--- src/rtl/serdesphy_pcs_pkg.sv ---
// Shared PCS constants: PRBS polynomial taps, prbs_mode encodings, TX lane FSM states.
// Latency: n/a (constants and types only).
// Backpressure: n/a.
package serdesphy_pcs_pkg;

  // LFSR is sized for the longest supported polynomial; PRBS7 uses the low 7 bits.
  localparam int PRBS_LFSR_W   = 15;
  localparam int PRBS7_LEN     = 7;

  // x^7 + x^6 + 1 and x^15 + x^14 + 1, expressed as register bit positions.
  localparam int PRBS7_TAP_HI  = 6;
  localparam int PRBS7_TAP_LO  = 5;
  localparam int PRBS15_TAP_HI = 14;
  localparam int PRBS15_TAP_LO = 13;

  localparam logic PRBS_MODE_7  = 1'b0;
  localparam logic PRBS_MODE_15 = 1'b1;

  typedef enum logic {
    ST_DISABLED = 1'b0,
    ST_RUN      = 1'b1
  } tx_state_t;

endpackage

--- src/rtl/serdesphy_prbs_gen.sv ---
// PRBS7/PRBS15 Fibonacci LFSR; one step per cycle with i_advance, output is the polynomial MSB.
// Latency: o_bit is combinational from the current LFSR state; the state steps on the next clk.
// Backpressure: none; the LFSR only moves when i_advance is high, otherwise it holds.
// Ports: i_clk/i_rst (sync, active-high), i_mode (0=PRBS7, 1=PRBS15), i_enable (0 reloads
//        i_seed and forces o_bit low), i_advance (step once), i_seed, o_bit (pattern bit).
module serdesphy_prbs_gen
  import serdesphy_pcs_pkg::*;
(
  input  logic                   i_clk,
  input  logic                   i_rst,
  input  logic                   i_mode,
  input  logic                   i_enable,
  input  logic                   i_advance,
  input  logic [PRBS_LFSR_W-1:0] i_seed,
  output logic                   o_bit
);

  logic [PRBS_LFSR_W-1:0] r_lfsr;
  logic                   r_mode;
  logic                   w_fb7;
  logic                   w_fb15;
  logic [PRBS_LFSR_W-1:0] w_lfsr_nxt;

  assign w_fb7  = r_lfsr[PRBS7_TAP_HI]  ^ r_lfsr[PRBS7_TAP_LO];
  assign w_fb15 = r_lfsr[PRBS15_TAP_HI] ^ r_lfsr[PRBS15_TAP_LO];

  // In PRBS7 mode the upper bits are left untouched so only the low 7 bits move.
  always_comb begin
    w_lfsr_nxt = r_lfsr;
    if (i_mode == PRBS_MODE_15) begin
      w_lfsr_nxt = {r_lfsr[PRBS_LFSR_W-2:0], w_fb15};
    end else begin
      w_lfsr_nxt = {r_lfsr[PRBS_LFSR_W-1:PRBS7_LEN], r_lfsr[PRBS7_LEN-2:0], w_fb7};
    end
  end

  // A mode change restarts the sequence from the seed so the new pattern begins cleanly.
  always_ff @(posedge i_clk) begin
    if (i_rst) begin
      r_lfsr <= i_seed;
      r_mode <= PRBS_MODE_7;
    end else begin
      r_mode <= i_mode;
      if (!i_enable || (i_mode != r_mode)) begin
        r_lfsr <= i_seed;
      end else if (i_advance) begin
        r_lfsr <= w_lfsr_nxt;
      end
    end
  end

  assign o_bit = i_enable &
                 ((i_mode == PRBS_MODE_15) ? r_lfsr[PRBS15_TAP_HI] : r_lfsr[PRBS7_TAP_HI]);

endmodule

--- src/rtl/serdesphy_tx_lane_pcs.sv ---
// TX PCS lane: FIFO-buffered parallel words (or PRBS / idle) serialised LSB-first, one bit per clk.
// Latency: word pushed at N is poppable at N+1; bit i of a frame appears i+1 cycles after its load.
// Backpressure: none toward the host; a write while full is dropped and flagged in tx_overflow.
// Ports: clk/rst (sync, active-high); tx_en, tx_fifo_en, tx_prbs_en, prbs_mode, tx_idle,
//        tx_data_sel, tx_data/tx_valid (host write), clr_sticky; tx_serial_data/valid,
//        tx_idle_pattern, tx_fifo_full/empty/level, tx_overflow/underflow (sticky), tx_active.
module serdesphy_tx_lane_pcs
  import serdesphy_pcs_pkg::*;
#(
  parameter int                     DATA_W     = 4,
  parameter int                     FIFO_DEPTH = 8,
  parameter logic [DATA_W-1:0]      IDLE_WORD  = 4'b0101,
  parameter logic [PRBS_LFSR_W-1:0] PRBS_SEED  = 15'h7FFF
) (
  input  logic                          clk,
  input  logic                          rst,
  input  logic                          tx_en,
  input  logic                          tx_fifo_en,
  input  logic                          tx_prbs_en,
  input  logic                          prbs_mode,
  input  logic                          tx_idle,
  input  logic                          tx_data_sel,
  input  logic [DATA_W-1:0]             tx_data,
  input  logic                          tx_valid,
  input  logic                          clr_sticky,
  output logic                          tx_serial_data,
  output logic                          tx_serial_valid,
  output logic                          tx_idle_pattern,
  output logic                          tx_fifo_full,
  output logic                          tx_fifo_empty,
  output logic [$clog2(FIFO_DEPTH):0]   tx_fifo_level,
  output logic                          tx_overflow,
  output logic                          tx_underflow,
  output logic                          tx_active
);

  localparam int AW = $clog2(FIFO_DEPTH);
  localparam int LW = AW + 1;
  localparam int CW = $clog2(DATA_W);

  tx_state_t         r_state;
  tx_state_t         w_state_nxt;
  logic              w_run;
  logic              w_load;

  logic [DATA_W-1:0] r_mem [FIFO_DEPTH];
  logic [AW:0]       r_wr_ptr;
  logic [AW:0]       r_rd_ptr;
  logic [AW:0]       r_level;
  logic              r_overflow;
  logic              r_underflow;

  logic [CW-1:0]     r_bit_cnt;
  logic [DATA_W-1:0] r_shift;
  logic              r_frame_prbs;
  logic              r_idle_pat;
  logic              r_ser_data;
  logic              r_ser_vld;

  logic              w_empty;
  logic              w_full;
  logic              w_src_idle;
  logic              w_src_prbs;
  logic              w_src_fifo;
  logic              w_pop;
  logic              w_push;
  logic              w_starve;
  logic              w_overflow_set;
  logic              w_underflow_set;
  logic              w_prbs_frame;
  logic              w_prbs_bit;
  logic [DATA_W-1:0] w_load_word;

  // ---------------- FSM: state register / next state / outputs ----------------
  always_ff @(posedge clk) begin
    if (rst) begin
      r_state <= ST_DISABLED;
    end else begin
      r_state <= w_state_nxt;
    end
  end

  always_comb begin
    w_state_nxt = r_state;
    case (r_state)
      ST_DISABLED: if (tx_en)  w_state_nxt = ST_RUN;
      ST_RUN:      if (!tx_en) w_state_nxt = ST_DISABLED;
      default:     w_state_nxt = ST_DISABLED;
    endcase
  end

  // Gating on tx_en as well abandons the current frame on the very edge tx_en is seen low.
  always_comb begin
    w_run  = (r_state == ST_RUN) && tx_en;
    w_load = w_run && (r_bit_cnt == '0);
  end

  // ---------------- source selection at frame load ----------------
  assign w_empty    = (r_level == '0);
  assign w_full     = (r_level == LW'(FIFO_DEPTH));

  assign w_src_idle = tx_idle;
  assign w_src_prbs = !tx_idle && tx_data_sel;
  assign w_src_fifo = !tx_idle && !tx_data_sel;

  assign w_pop      = w_load && w_src_fifo && !w_empty && tx_fifo_en;
  // FIFO slot that cannot be served (empty, or FIFO disabled) sends the idle word instead.
  assign w_starve   = w_load && w_src_fifo && !w_pop;

  assign w_push          = tx_valid && tx_fifo_en && (!w_full || w_pop);
  assign w_overflow_set  = tx_valid && tx_fifo_en && w_full && !w_pop;
  assign w_underflow_set = w_starve && tx_fifo_en;

  assign w_load_word  = w_pop ? r_mem[r_rd_ptr[AW-1:0]] : IDLE_WORD;

  // The PRBS decision is latched at load and applies to every bit of that frame.
  assign w_prbs_frame = w_load ? w_src_prbs : r_frame_prbs;

  serdesphy_prbs_gen u_prbs (
    .i_clk     (clk),
    .i_rst     (rst),
    .i_mode    (prbs_mode),
    .i_enable  (tx_prbs_en),
    .i_advance (w_run && w_prbs_frame),
    .i_seed    (PRBS_SEED),
    .o_bit     (w_prbs_bit)
  );

  // ---------------- FIFO ----------------
  always_ff @(posedge clk) begin
    if (w_push) begin
      r_mem[r_wr_ptr[AW-1:0]] <= tx_data;
    end
  end

  always_ff @(posedge clk) begin
    if (rst) begin
      r_wr_ptr <= '0;
      r_rd_ptr <= '0;
      r_level  <= '0;
    end else begin
      if (w_push) r_wr_ptr <= r_wr_ptr + 1'b1;
      if (w_pop)  r_rd_ptr <= r_rd_ptr + 1'b1;
      case ({w_push, w_pop})
        2'b10:   r_level <= r_level + 1'b1;
        2'b01:   r_level <= r_level - 1'b1;
        default: r_level <= r_level;
      endcase
    end
  end

  // Set beats clear when both happen in the same cycle.
  always_ff @(posedge clk) begin
    if (rst) begin
      r_overflow  <= 1'b0;
      r_underflow <= 1'b0;
    end else begin
      r_overflow  <= w_overflow_set  | (r_overflow  & ~clr_sticky);
      r_underflow <= w_underflow_set | (r_underflow & ~clr_sticky);
    end
  end

  // ---------------- serialiser ----------------
  // Bit 0 is emitted straight from the loaded word; the rest shift out of r_shift.
  always_ff @(posedge clk) begin
    if (rst || !w_run) begin
      r_bit_cnt    <= '0;
      r_shift      <= '0;
      r_frame_prbs <= 1'b0;
      r_idle_pat   <= 1'b0;
      r_ser_data   <= 1'b0;
      r_ser_vld    <= 1'b0;
    end else begin
      r_ser_vld <= 1'b1;
      r_bit_cnt <= (r_bit_cnt == CW'(DATA_W - 1)) ? '0 : r_bit_cnt + 1'b1;
      if (w_load) begin
        r_frame_prbs <= w_src_prbs;
        r_idle_pat   <= w_src_idle || w_starve;
      end
      if (w_prbs_frame) begin
        r_ser_data <= w_prbs_bit;
      end else if (w_load) begin
        r_ser_data <= w_load_word[0];
        r_shift    <= w_load_word >> 1;
      end else begin
        r_ser_data <= r_shift[0];
        r_shift    <= r_shift >> 1;
      end
    end
  end

  assign tx_serial_data  = r_ser_data;
  assign tx_serial_valid = r_ser_vld;
  assign tx_active       = r_ser_vld;
  assign tx_idle_pattern = r_idle_pat;
  assign tx_fifo_full    = w_full;
  assign tx_fifo_empty   = w_empty;
  assign tx_fifo_level   = r_level;
  assign tx_overflow     = r_overflow;
  assign tx_underflow    = r_underflow;

endmodule

--- config.mk ---
export PLATFORM = sky130hd
export DESIGN_NAME = serdesphy_tx_lane_pcs
export DESIGN_NICKNAME = d
export VERILOG_FILES = /design/src/rtl/serdesphy_pcs_pkg.sv /design/src/rtl/serdesphy_prbs_gen.sv /design/src/rtl/serdesphy_tx_lane_pcs.sv
export SDC_FILE = /design/constraint.sdc
export NUM_CORES = 1
export LEC_CHECK = 0
export CAP_MARGIN = 20
export CORE_MARGIN = 2
export CORE_UTILIZATION = 25
export CTS_CLUSTER_DIAMETER = 100
export CTS_CLUSTER_SIZE = 8
export DETAILED_ROUTE_END_ITERATION = 7
export GPL_TIMING_DRIVEN = 0
export HOLD_SLACK_MARGIN = 0.1
export SYNTH_ARGS = -nofsm -noshare
export SYNTH_HDL_FRONTEND = slang
export SYNTH_SLANG_ARGS = --single-unit
--- constraint.sdc ---
create_clock -name clk -period 6.85 [get_ports clk]
set_clock_uncertainty 0.2 [all_clocks]
set_input_delay 0.685 -clock clk [delete_from_list [all_inputs] [get_ports clk]]
set_output_delay 0.685 -clock clk [all_outputs]
set_load 0.1 [all_outputs]
==> results.sh <==
export IMPL_coreArea_um2=11520
export IMPL_tritoncts="done"
export IMPL_syn_instance_count=246
export IMPL_path_clk_slew_ns=0.06
export IMPL_grt_pass1_vias=1917
export IMPL_ios=26
export IMPL_synth_compound_area_share=0.06452
export IMPL_timing_rr_start="r_bit_cnt[0]"
export IMPL_grt_util_all_layers=0.08871
export IMPL_port_buffers=24
export IMPL_fin_tns_setup_ns=0
export IMPL_required_ns=5.96
export IMPL_worst_slew_pin_slew_ns=0.9688
export IMPL_ctsResizeCount=0
export IMPL_cp_cell_sequence="clkbuf_2 > nor3_1 > and2_1 > clkdlybuf4s50_1"
export IMPL_yosys_area_share_adder=0.02095
export IMPL_drt_wirelength_per_cell_um=12.44
export IMPL_start_util=0.2593
export IMPL_drt_total_wl_um=5335
export IMPL_instances_no_fill=429
export IMPL_finalPower_uw=1015
export IMPL_dieHeight_um=113.3
export IMPL_max_stage_delay_ns=1.16
export IMPL_cts_htree_levels=3
export IMPL_rows=39
export IMPL_via_per_inst=4.443
export IMPL_cts_buffers=9
export IMPL_clk_latency_ns=0.33
export IMPL_min_delay_start="r_bit_cnt[0]"
export IMPL_globalplace_congestion=0.7699
export IMPL_synth_edf_count=32
export IMPL_crit_arrival_ns=2.56
export IMPL_antenna_left=0
export IMPL_drt_iter0_drc=127
export IMPL_seq_area_um2=1782
export IMPL_ys_seq_elements=73
export IMPL_slew_limit_headroom=0.3521
export IMPL_multiInputGateArea_um2=1127
export IMPL_slew_viol_final=0
export IMPL_grt_overflow_total=0
export IMPL_rsz0062_at_grt="no"
export IMPL_ir_drop_mv=0.1385
export IMPL_grt_pass1_wl_um=8970
export IMPL_power_density_nw_per_um2=273.9
export IMPL_dieWidth_um=113.3
export IMPL_ys_seq_area_frac=0.5966
export IMPL_finalNetCount=300
export IMPL_period_share=0.5027
export IMPL_root_buffer="clkbuf_16"
export IMPL_synth_async_reset_ratio=0
export IMPL_hp_class="flip-flop to flip-flop"
export IMPL_dpl_hpwl_um=3825
export IMPL_synth_simple_gate_area_frac=0.1542
export IMPL_p_leak_uw=0.001278
export IMPL_criticalPathCategory="flip-flop to output pin"
export IMPL_avgSynthCellArea_um2=12.14
export IMPL_drc=0
export IMPL_hold_buffers=0
export IMPL_dieArea_um2=12840
export IMPL_cts_sinks=73
export IMPL_ys_types=41
export IMPL_cp_max_fo=7
export IMPL_dpl_instance_area_um2=3406
export IMPL_ys_flop_type="dfxtp_1"
export IMPL_dp_cells=413
export IMPL_fin_crit_ns=3.444
export IMPL_synth_nets=265
export IMPL_synthMuxAreaShare=0.1144
export IMPL_dr_pass1_iters=4
export IMPL_slowest_stage="clkdlybuf4s50_1"
export IMPL_antenna_found_initial=0
export IMPL_drive_above_1_share=0.1329
export IMPL_worstSetupStartpoint="tx_fifo_level[1]"
export IMPL_synthesis_area_um2=2987
export IMPL_fin_area_um2=3707
export IMPL_grt_max_degree=15
export IMPL_start_kind="flip-flop"
export IMPL_synth_warnings=0
export IMPL_vias=1906
export IMPL_max_freq_mhz=290.4
export IMPL_crit_path_end_kind="output pin"
export IMPL_cts_buffer_depth=2
export IMPL_fill_cells=1143
export IMPL_timing_max_cap_violations=0
export IMPL_synth_top_family_by_area="simple AND/OR/NAND/NOR gates"
export IMPL_antenna_cells=0
export IMPL_status="finished clean"
export IMPL_syn_to_final_growth_pct=24.13
export IMPL_setup_viol=0
export IMPL_post_cts_buffers=0
export IMPL_hold_viol=0
export IMPL_synthXorXnorAreaFrac=0.02346
==> synth_stat cells, drive strengths merged (2+ instances only) <==
library cell | number | area (um^2)
a211oi | 2 | 15.01
nor2 | 20 | 75.07
ha | 5 | 62.56
or2 | 3 | 18.77
nor3 | 5 | 25.02
dfxtp | 41 | 820.8
buf | 3 | 20.01
nor2b | 5 | 31.28
inv | 7 | 26.28
and2 | 2 | 12.51
edfxtp | 32 | 960.9
xor2 | 6 | 52.55
a21oi | 9 | 48.80
xnor2 | 2 | 17.52
and3 | 2 | 13.77
o31ai | 3 | 22.52
mux4 | 8 | 180.2
nor3b | 2 | 15.01
mux2i | 15 | 150.1
nand2 | 26 | 97.59
clkbuf | 8 | 31.28
o21ai | 7 | 35.03
nand2b | 5 | 31.28
nor4 | 2 | 33.78
nand3 | 15 | 80.08
or3 | 3 | 18.77
==> cell families after synthesis <==
kind of cell,Yosys count
buffers and inverters,18
AND/OR/NAND/NOR,91
AO/OA/AOI/OAI,27
XOR/XNOR,8
multiplexers,24
adder cells (fa/ha/maj),5
flip-flops,73
==> worst max-delay path, delay by kind of cell, from the launching register on <==
kind | cells | cell delay [ns]
buf+inv | 2 | 1.33
simple gates | 2 | 0.58
flops | 1 | 0.31
==> layout make-up <==
cell class | instances | share of cell area
Buffer | 11 | 0.01384
Sequential cell | 73 | 0.4806
Clock buffer | 9 | 0.06075
Tap cell | 143 | 0.04826
Clock inverter | 7 | 0.02059
Inverter | 7 | 0.007087
Multi-Input combinational cell | 155 | 0.3041
Timing Repair Buffer | 24 | 0.06480
==> placed cells by master (no fill, tap or decap), drive strengths merged, types with 6 or more instances in the layout <==
master and n:
nor2 20, inv 10, o21ai 7, clkdlybuf4s50 24, a21oi 9, nand2 26, edfxtp 32, clkbuf 17
nand3 15, xor2 6, dfxtp 41, mux2i 15, mux4 8
==> through the flow <==
step                      hold WS, ns  utilization  worst slack (ns)
final                          0.2550       0.3219             3.406
after global routing           0.2744       0.3219             3.314
after CTS                      0.2558       0.3219             3.399
after detailed placement       0.2475       0.2957             3.441
after global placement         0.2354       0.2957             3.475
after floorplan                0.2197            -             2.931
==> worst paths after layout <==
| check | end | slack (ns) | depth (start not counted) |
|---|---|---|---|
| setup / recovery | tx_fifo_full | 3.41 | 4 |
| hold / removal | r_bit_cnt[0] | 0.25 | 1 |
| setup reg to reg | r_mem[0][0] | 4.12 | 7 |
| hold reg to reg | r_bit_cnt[0] | 0.25 | 1 |
==> state kept, by name (all words and copies together), names as in the netlist, named ones only <==
register,flops
tx_underflow,1
u_prbs.r_mode,1
r_frame_prbs,1
tx_serial_data,1
r_wr_ptr,3
tx_fifo_level,4
u_prbs.r_lfsr,15
r_bit_cnt,2
r_shift,3
r_rd_ptr,3
tx_idle_pattern,1
tx_active,1
tx_overflow,1
r_mem,32
r_state,1
==> report_power, final <==
part	switching [uW]	leakage [uW]	internal, uW
combinational	57.1	0.000513	27.0
sequential	5.24	0.000621	460
clock	181	0.000144	285
==> layer usage <==
layer	share of wire	up-vias	global-route usage
li1	-	966	-
met1	0.47	912	0.1041
met2	0.49	24	0.1501
met3	0.031	4	0.02678
met4	0.011	0	0.03902
met5	0	-	0
(Power assumes the default switching activity.)
